--- config.mk ---
export PLATFORM = sky130hd
export DESIGN_NAME = cursor_ctrl
export DESIGN_NICKNAME = d
export VERILOG_FILES = /design/src/rtl/cursor_ctrl.sv
export SDC_FILE = /design/constraint.sdc
export NUM_CORES = 1
export LEC_CHECK = 0
export ABC_CLOCK_PERIOD_IN_PS = 4660
export BUFFER_PORTS_ARGS = -buffer_cell sky130_fd_sc_hd__buf_2
export CORE_MARGIN = 2
export CORE_UTILIZATION = 65
export DETAILED_ROUTE_END_ITERATION = 6
export GPL_TIMING_DRIVEN = 0
export HOLD_SLACK_MARGIN = 0.05
export PLACE_DENSITY_LB_ADDON = 0.08
export SYNTH_ARGS = -nofsm -noshare
export SYNTH_HDL_FRONTEND = slang
export SYNTH_SLANG_ARGS = --single-unit
--- constraint.sdc ---
create_clock -name CLOCK_50 -period 4.66 [get_ports CLOCK_50]
set_clock_uncertainty 0.1 [all_clocks]
set_input_delay 1.398 -clock CLOCK_50 [delete_from_list [all_inputs] [get_ports CLOCK_50]]
set_output_delay 1.398 -clock CLOCK_50 [all_outputs]
set_load 0.01 [all_outputs]
--- src/rtl/cursor_ctrl.sv ---
// Push-button cursor controller: synchronizes four buttons, debounces the
// winning direction and moves a clamped cursor square with auto-repeat.
module cursor_ctrl #(
    parameter int SIZE            = 8,
    parameter int STEP            = 4,
    parameter int W_RES           = 640,
    parameter int H_RES           = 480,
    parameter int DEBOUNCE_CYCLES = 1000000,
    parameter int REPEAT_DELAY    = 25000000,
    parameter int REPEAT_RATE     = 2000000
) (
    input  logic        CLOCK_50,
    input  logic        reset,
    input  logic        up_but,
    input  logic        down_but,
    input  logic        left_but,
    input  logic        right_but,
    output logic [10:0] cursor_x,
    output logic [10:0] cursor_y,
    output logic        moved,
    output logic [1:0]  dir
);

    typedef enum logic [1:0] {IDLE, DEBOUNCE, HOLD, REPEAT} state_t;
    typedef enum logic [1:0] {DIR_UP, DIR_DOWN, DIR_LEFT, DIR_RIGHT} dir_t;

    localparam logic [11:0] STEP12 = 12'(STEP);
    localparam logic [11:0] X_MAX  = 12'(W_RES - SIZE);
    localparam logic [11:0] Y_MAX  = 12'(H_RES - SIZE);
    localparam logic [10:0] X_HOME = 11'((W_RES - SIZE) / 2);
    localparam logic [10:0] Y_HOME = 11'((H_RES - SIZE) / 2);

    // Bit order {right, left, down, up}; buttons are active-low, so idle is all ones.
    logic [3:0] btn_meta, btn_sync;
    logic [3:0] pressed;
    logic       any_pressed;
    dir_t       sel;

    state_t      state, state_n;
    logic [31:0] cnt, cnt_n, limit;
    dir_t        ldir, ldir_n;
    logic        step;

    logic [11:0] x_ext, y_ext, x_inc, y_inc;
    logic [10:0] x_n, y_n;

    // NOTE: clocked state uses non-blocking (<=) so every flop samples the
    // pre-edge value of its neighbours; blocking here would collapse the
    // two-flop synchronizer into a single stage.
    always_ff @(posedge CLOCK_50) begin
        if (!reset) begin
            btn_meta <= 4'b1111;
            btn_sync <= 4'b1111;
        end else begin
            btn_meta <= {right_but, left_but, down_but, up_but};
            btn_sync <= btn_meta;
        end
    end

    assign pressed     = ~btn_sync;
    assign any_pressed = |pressed;

    always_comb begin
        sel = DIR_UP;
        if (pressed[0])      sel = DIR_UP;
        else if (pressed[1]) sel = DIR_DOWN;
        else if (pressed[2]) sel = DIR_LEFT;
        else if (pressed[3]) sel = DIR_RIGHT;
    end

    always_comb begin
        case (state)
            DEBOUNCE: limit = 32'(DEBOUNCE_CYCLES - 1);
            HOLD:     limit = 32'(REPEAT_DELAY - 1);
            default:  limit = 32'(REPEAT_RATE - 1);
        endcase
    end

    // NOTE: every output of this block gets a default first, so no path can
    // leave a value unassigned and infer a latch.
    always_comb begin
        state_n = state;
        cnt_n   = cnt;
        ldir_n  = ldir;
        step    = 1'b0;
        case (state)
            IDLE: begin
                if (any_pressed) begin
                    state_n = DEBOUNCE;
                    cnt_n   = '0;
                    ldir_n  = sel;
                end
            end
            default: begin
                if (!any_pressed) begin
                    state_n = IDLE;
                    cnt_n   = '0;
                end else if (sel != ldir) begin
                    // A new winning direction must be debounced from scratch.
                    state_n = DEBOUNCE;
                    cnt_n   = '0;
                    ldir_n  = sel;
                end else if (cnt == limit) begin
                    step    = 1'b1;
                    cnt_n   = '0;
                    state_n = (state == DEBOUNCE) ? HOLD : REPEAT;
                end else begin
                    cnt_n = cnt + 32'd1;
                end
            end
        endcase
    end

    always_ff @(posedge CLOCK_50) begin
        if (!reset) begin
            state <= IDLE;
            cnt   <= '0;
            ldir  <= DIR_UP;
        end else begin
            state <= state_n;
            cnt   <= cnt_n;
            ldir  <= ldir_n;
        end
    end

    // Widened to 12 bits so the bottom/right sums can exceed the limit without wrapping.
    assign x_ext = {1'b0, cursor_x};
    assign y_ext = {1'b0, cursor_y};
    assign x_inc = x_ext + STEP12;
    assign y_inc = y_ext + STEP12;

    always_comb begin
        x_n = cursor_x;
        y_n = cursor_y;
        case (ldir)
            DIR_UP:    y_n = (y_ext < STEP12) ? 11'd0 : 11'(y_ext - STEP12);
            DIR_DOWN:  y_n = (y_inc > Y_MAX)  ? 11'(Y_MAX) : 11'(y_inc);
            DIR_LEFT:  x_n = (x_ext < STEP12) ? 11'd0 : 11'(x_ext - STEP12);
            DIR_RIGHT: x_n = (x_inc > X_MAX)  ? 11'(X_MAX) : 11'(x_inc);
            default: ;
        endcase
    end

    always_ff @(posedge CLOCK_50) begin
        if (!reset) begin
            cursor_x <= X_HOME;
            cursor_y <= Y_HOME;
            moved    <= 1'b0;
            dir      <= 2'd0;
        end else begin
            moved <= step;
            if (step) begin
                cursor_x <= x_n;
                cursor_y <= y_n;
                dir      <= ldir;
            end
        end
    end

endmodule

**Word-level counts from Yosys, hierarchy flattened**

Index checks and enable logic that the tools add are counted.

- Add/subtract/negate cells: 5
- Multipliers: 0
- Divide/modulo/power cells: 0
- $lt $le $gt $ge: 4
- Eq/ne operators: 9
- Shifts and indexed selects: 0
- Multiplexer cells: 30
- Bitwise operators: 1
- Reduce and logical (&&, ||, !) cells: 10

Operator list:

| cell | number |
|---|---|
| 32-bit two-way mux | 5 |
| 25-bit one-hot mux with 2 select lines | 1 |
| 11-bit two-way mux | 4 |
| 11-bit one-hot mux with 2 select lines | 2 |
| 32-bit by 1-bit adder with 32-bit output, second input constant | 1 |
| 32-bit == test | 1 |
| 2-bit two-way mux | 13 |
| 11-bit by 3-bit adder with 12-bit output, second input constant | 2 |
| 11-bit by 3-bit < comparator with 1-bit output, second input constant | 2 |
| 11-bit by 3-bit subtractor with 11-bit output, second input constant | 2 |
| 12-bit by 10-bit greater-than comparator with 1-bit output, second input constant | 1 |
| 12-bit by 9-bit greater-than comparator with 1-bit output, second input constant | 1 |
| 2-bit AND reduction | 4 |
| 2-bit == test, second input constant | 3 |
| 2-bit nonzero test | 3 |
| 1-bit two-way mux | 5 |
| 2-bit by 1-bit == test with 1-bit output, second input constant | 2 |
| 2-bit zero test | 2 |
| 4-bit by 1-bit != test with 1-bit output, second input constant | 1 |
| 4-bit inverter | 1 |
| 4-bit OR reduction | 1 |
| 2-bit != test | 1 |
| 2-bit != test, second input constant | 1 |

- Flip-flop bits (word level): 69
- Latch bits: 0
- Memory bits (writable): 0
- Memory bits (read-only): 0
- Input port bits: 6
- Output and inout bits: 25
- Word-level logic and storage cells: 68
- Memories kept: 0

**Depth between registers and ports, before layout**

- Depth in word-level cells: 10
- Depth in mapped cells: 10
- Mapped depth without buffers: 8

**Worst setup path before layout**

OpenSTA, ideal clock, no wires.

- Path kind: input-to-reg
- Start: input reset
- End: register cnt[31]
- Library setup time: 0.072 ns
- Arrival: 2.746 ns
- Required time: 4.488 ns
- Path slack: 1.742 ns
- Cell stages on the path: 6
- Buffers on the path: 2
- Path through: inv_1 -> a2111oi_1 -> buf_2 -> buf_4 -> nand4_1 -> mux2i_1

RTL lines:

| element | line | text |
|---|---|---|
| start, declared | 13 | `input logic reset,` |
| end signal, assigned | 121 | `cnt <= cnt_n;` |
| end, declared | 40 | `logic [31:0] cnt, cnt_n, limit;` |

==> results.md <==
* Status: finished clean
* Pwr/cell area at 234.9 nW/µm²
* Post-CTS Setup Bufs at 0
* First-pass GRT wire length at between 15000 and 20000 µm
* Die area at 7212 µm²
* RSZ-0062 raised after global routing: no
* Vias/cell at 6.721
* Sw frac at 0.2610
* Combinational share of power at 0.076
* Wirelength per Cell at 17.13 µm
* Max-capacitance violation count at 0
* RR Endpoint: cnt[21]$_SDFFE_PN0P_
* Actual slew at the worst max-slew pin at 1.265 ns
* Max-slew violation count at 0
* Share of layout cells above drive strength 1 at 0.1331
* Data arrival, critical path at 3.69 ns
* Mapped Avg Cell Area at 7.868 µm²
* Final setup violation count at 0
* Sequential area share after synthesis at 0.3057
* Sequential power share at 0.515
* Crit start category: input pin
* Hold buffers post-CTS at 0
* # fillers at 526
* Total wire length at 11360 µm
* Worst hold stages at 1
* CTS max path bufs at 2
* Drt drc at 0
* Drt pass-1 iters at 5
* Asr flop ratio synth at 0
* Slew margin rel. at 0.1546
* Hold/Removal Path Class: reg -> reg
* Final HPWL DP at slightly below 8000 µm
* Area Overhead vs Synth at 9.877%
* Initial antenna violation count at 0
* Critical Path End Type: register
* Setup TNS at 0 ns
* CP Max Fanout at 10
* Yosys reg bits at 65
* DR iter-0 viols at between 300 and 400
* Setup crit start: reset
* Finished layout cell area at roughly 4700 µm²
* Clock slew at reported path FFs at approximately 0.070 ns
* Largest net degree at the start of global routing at 12
* RePlAce Congestion at about 0.96
* Required time worst endpoint at 4.82 ns
* P_sw at 0.2867 mW
* CTS Root Cell: clkbuf_8
* Mapped Area at 4257 µm²
* Num Clock Sinks at 65
* Yosys warns at 0
* Vias in the first global route at roughly 4000
* ANT cells at 0
* Final ANT Viol Nets at 0
* CP Class: in -> reg
* Total vias in the final route at 4456
* Starting Density at 0.6703
* CORE AREA at 6350 µm²
* Crit share post-route at 0.7564
* CTS-repair resized insts at 0
* Final nets at around 600
* Tmin final at between 3 and 4 ns
* IO Count at 31
* I/O Buffers at 26
* CTS H-tree lvls at 3
* Number of buffers created by CTS at 9
* Total internal power at 0.8120 mW
* Grt ovf at 0
* Cell area after placement at 4494 µm²
* End point of the critical path: cnt[21]$_SDFFE_PN0P_
* Dominant synthesized flop cell: dfxtp_1
* Die height at 84.93 µm
* Post-synth cell types at 80
* Placement Rows at 29
* Die Wd at 84.93 µm
* Leakage at 1.742 nW
* Achievable Freq at 0.2837 GHz
* RR Startpoint: state[0]$_SDFFE_PN0P_
* Worst-skew pair later-pin latency at 0.35 ns
* Worst R2R Setup Slack at around 1.2 ns
* CTS tree: built
* VDD IR-drop max at 0.2254 mV
* Register-to-Register Path Depth at 10
* Clock power share at 0.409
* Post-synth EDFFs at 0
* Cells after Synth at 541
* Final hold violations at 0
* GRT Overall Usage at 0.3195
==> placed cells by master, fill, tap and decap left out, types with 6 or more instances in the layout <==
| cell | netlist | final |
|---|---|---|
| a21oi_1 | 39 | 39 |
| a31oi_1 | 15 | 15 |
| and2_1 | 6 | 6 |
| and3_1 | 20 | 20 |
| buf_2 | 5 | 31 |
| buf_4 | 7 | 7 |
| clkbuf_1 | 21 | 23 |
| clkbuf_8 | 0 | 11 |
| dfxtp_1 | 65 | 65 |
| ha_1 | 11 | 11 |
| inv_1 | 19 | 19 |
| mux2i_1 | 8 | 8 |
| nand2_1 | 37 | 37 |
| nand2b_1 | 16 | 16 |
| nand3_1 | 32 | 32 |
| nand4_1 | 16 | 16 |
| nor2_1 | 33 | 33 |
| nor3_1 | 15 | 15 |
| nor3b_1 | 6 | 6 |
| nor4_1 | 15 | 15 |
| o21ai_0 | 31 | 31 |
| o32a_1 | 6 | 6 |
| or3_1 | 7 | 7 |
| xnor2_1 | 6 | 6 |
| xor2_1 | 10 | 10 |
==> registers in the layout, summed over array words and instances, names as in the netlist <==
| signal | cells |
|---|---|
| btn_meta | 4 |
| btn_sync | 4 |
| cnt | 32 |
| cursor_x | 9 |
| cursor_y | 9 |
| dir | 2 |
| ldir | 2 |
| moved | 1 |
| state | 2 |
==> final cells by class <==
| class | instances | area (µm²) | share of cell area |
|---|---|---|---|
| buffer | 38 | 193.9 | 0.04147 |
| timing repair buffer | 26 | 130.1 | 0.02782 |
| clock inverter | 3 | 23.77 | 0.005083 |
| sequential | 65 | 1301 | 0.2782 |
| tap | 77 | 96.34 | 0.02060 |
| multi-input combinational | 422 | 2701 | 0.5776 |
| clock buffer | 13 | 158.9 | 0.03398 |
| inverter | 19 | 71.32 | 0.01525 |
==> worst min path at each step <==
stage | start | endpoint | slack [ns]
2_1_floorplan | btn_meta[0]$_SDFF_PN1_ | btn_sync[0]$_SDFF_PN1_ | 0.29
3_3_place_gp | btn_meta[2]$_SDFF_PN1_ | btn_sync[2]$_SDFF_PN1_ | 0.29
3_5_place_dp | btn_meta[3]$_SDFF_PN1_ | btn_sync[3]$_SDFF_PN1_ | 0.29
4_1_cts | btn_meta[3]$_SDFF_PN1_ | btn_sync[3]$_SDFF_PN1_ | 0.31
5_1_grt | btn_meta[2]$_SDFF_PN1_ | btn_sync[2]$_SDFF_PN1_ | 0.34
6_report | btn_meta[2]$_SDFF_PN1_ | btn_sync[2]$_SDFF_PN1_ | 0.31
==> power by group through the flow <==
| stage | clock network, mW | registers, mW | logic (mW) |
|---|---|---|---|
| 2_1_floorplan | 0 | 0.577 | 0.0599 |
| 3_3_place_gp | 0 | 0.578 | 0.0795 |
| 3_5_place_dp | 0 | 0.578 | 0.0816 |
| 4_1_cts | 0.450 | 0.565 | 0.0822 |
| 5_1_grt | 0.475 | 0.566 | 0.0926 |
| 6_report | 0.449 | 0.565 | 0.0839 |
==> cell families (layout without fill, tap and decap cells) <==
| kind of cell | after synthesis | after routing | synth area share |
|---|---|---|---|
| buffers and inverters | 57 | 99 | 0.06232 |
| flip-flops | 65 | 65 | 0.3057 |
| AND/OR/NAND/NOR | 235 | 235 | 0.3128 |
| multiplexers | 9 | 9 | 0.02146 |
| adder cells (fa/ha/maj) | 11 | 11 | 0.03233 |
| AO/OA/AOI/OAI | 147 | 147 | 0.2316 |
| XOR/XNOR | 16 | 16 | 0.03292 |
| other | 1 | 4 | 0.0008810 |
==> worst max-delay path: stages <==
cell and delay (ns):
buf_2 0.17, inv_1 0.11, a2111oi_1 1.10, buf_2 0.40, buf_4 0.22, a21oi_1 0.08, a31oi_1 0.20
==> synth_stat cells (3+ instances only) <==
cell       number  area [µm²]
dfxtp_1        65        1301
a21oi_1        39       195.2
nand2_1        37       138.9
nor2_1         33       123.9
nand3_1        32       160.2
o21ai_0        31       155.2
clkbuf_1       21       78.83
and3_1         20       125.1
inv_1          19       71.32
nand2b_1       16       100.1
nand4_1        16       100.1
a31oi_1        15       93.84
nor3_1         15       75.07
nor4_1         15       93.84
ha_1           11       137.6
xor2_1         10       87.58
mux2i_1         8       80.08
buf_4           7       52.55
or3_1           7       43.79
and2_1          6       37.54
nor3b_1         6       45.04
o32a_1          6       60.06
xnor2_1         6       52.55
buf_2           5       25.02
a221o_1         4       40.04
o2111ai_1       4       35.03
o211ai_1        4       30.03
or2_2           4       25.02
a221oi_1        3       26.28
a22o_1          3       26.28
a311oi_1        3       26.28
a31o_2          3       26.28
and4_1          3       26.28
o21a_1          3       22.52
o311ai_0        3       26.28
o41ai_1         3       26.28
or4_4           3       33.78
==> through the flow <==
stage | utilization | power [mW] | hold slack (ns) | cells | setup WS, ns
4_1_cts | 0.7366 | 1.097 | 0.3141 | 663 | 1.222
2_1_floorplan | - | 0.6365 | 0.2863 | 544 | 1.742
6_report | 0.7366 | 1.099 | 0.3145 | 663 | 1.135
5_1_grt | 0.7366 | 1.134 | 0.3412 | 663 | 0.9752
3_3_place_gp | 0.7078 | 0.6573 | 0.2916 | 647 | 0.8967
3_5_place_dp | 0.7078 | 0.6594 | 0.2928 | 647 | 0.8658
==> layer usage <==
metal  up-vias  share of wire  GRT usage
met3        36          0.068    0.06615
met4         0          0.027     0.1284
met1      2094           0.42     0.4054
met5         -              0          0
li1       2115              -          -
met2       211           0.48     0.5326
(Power assumes the default switching activity.)
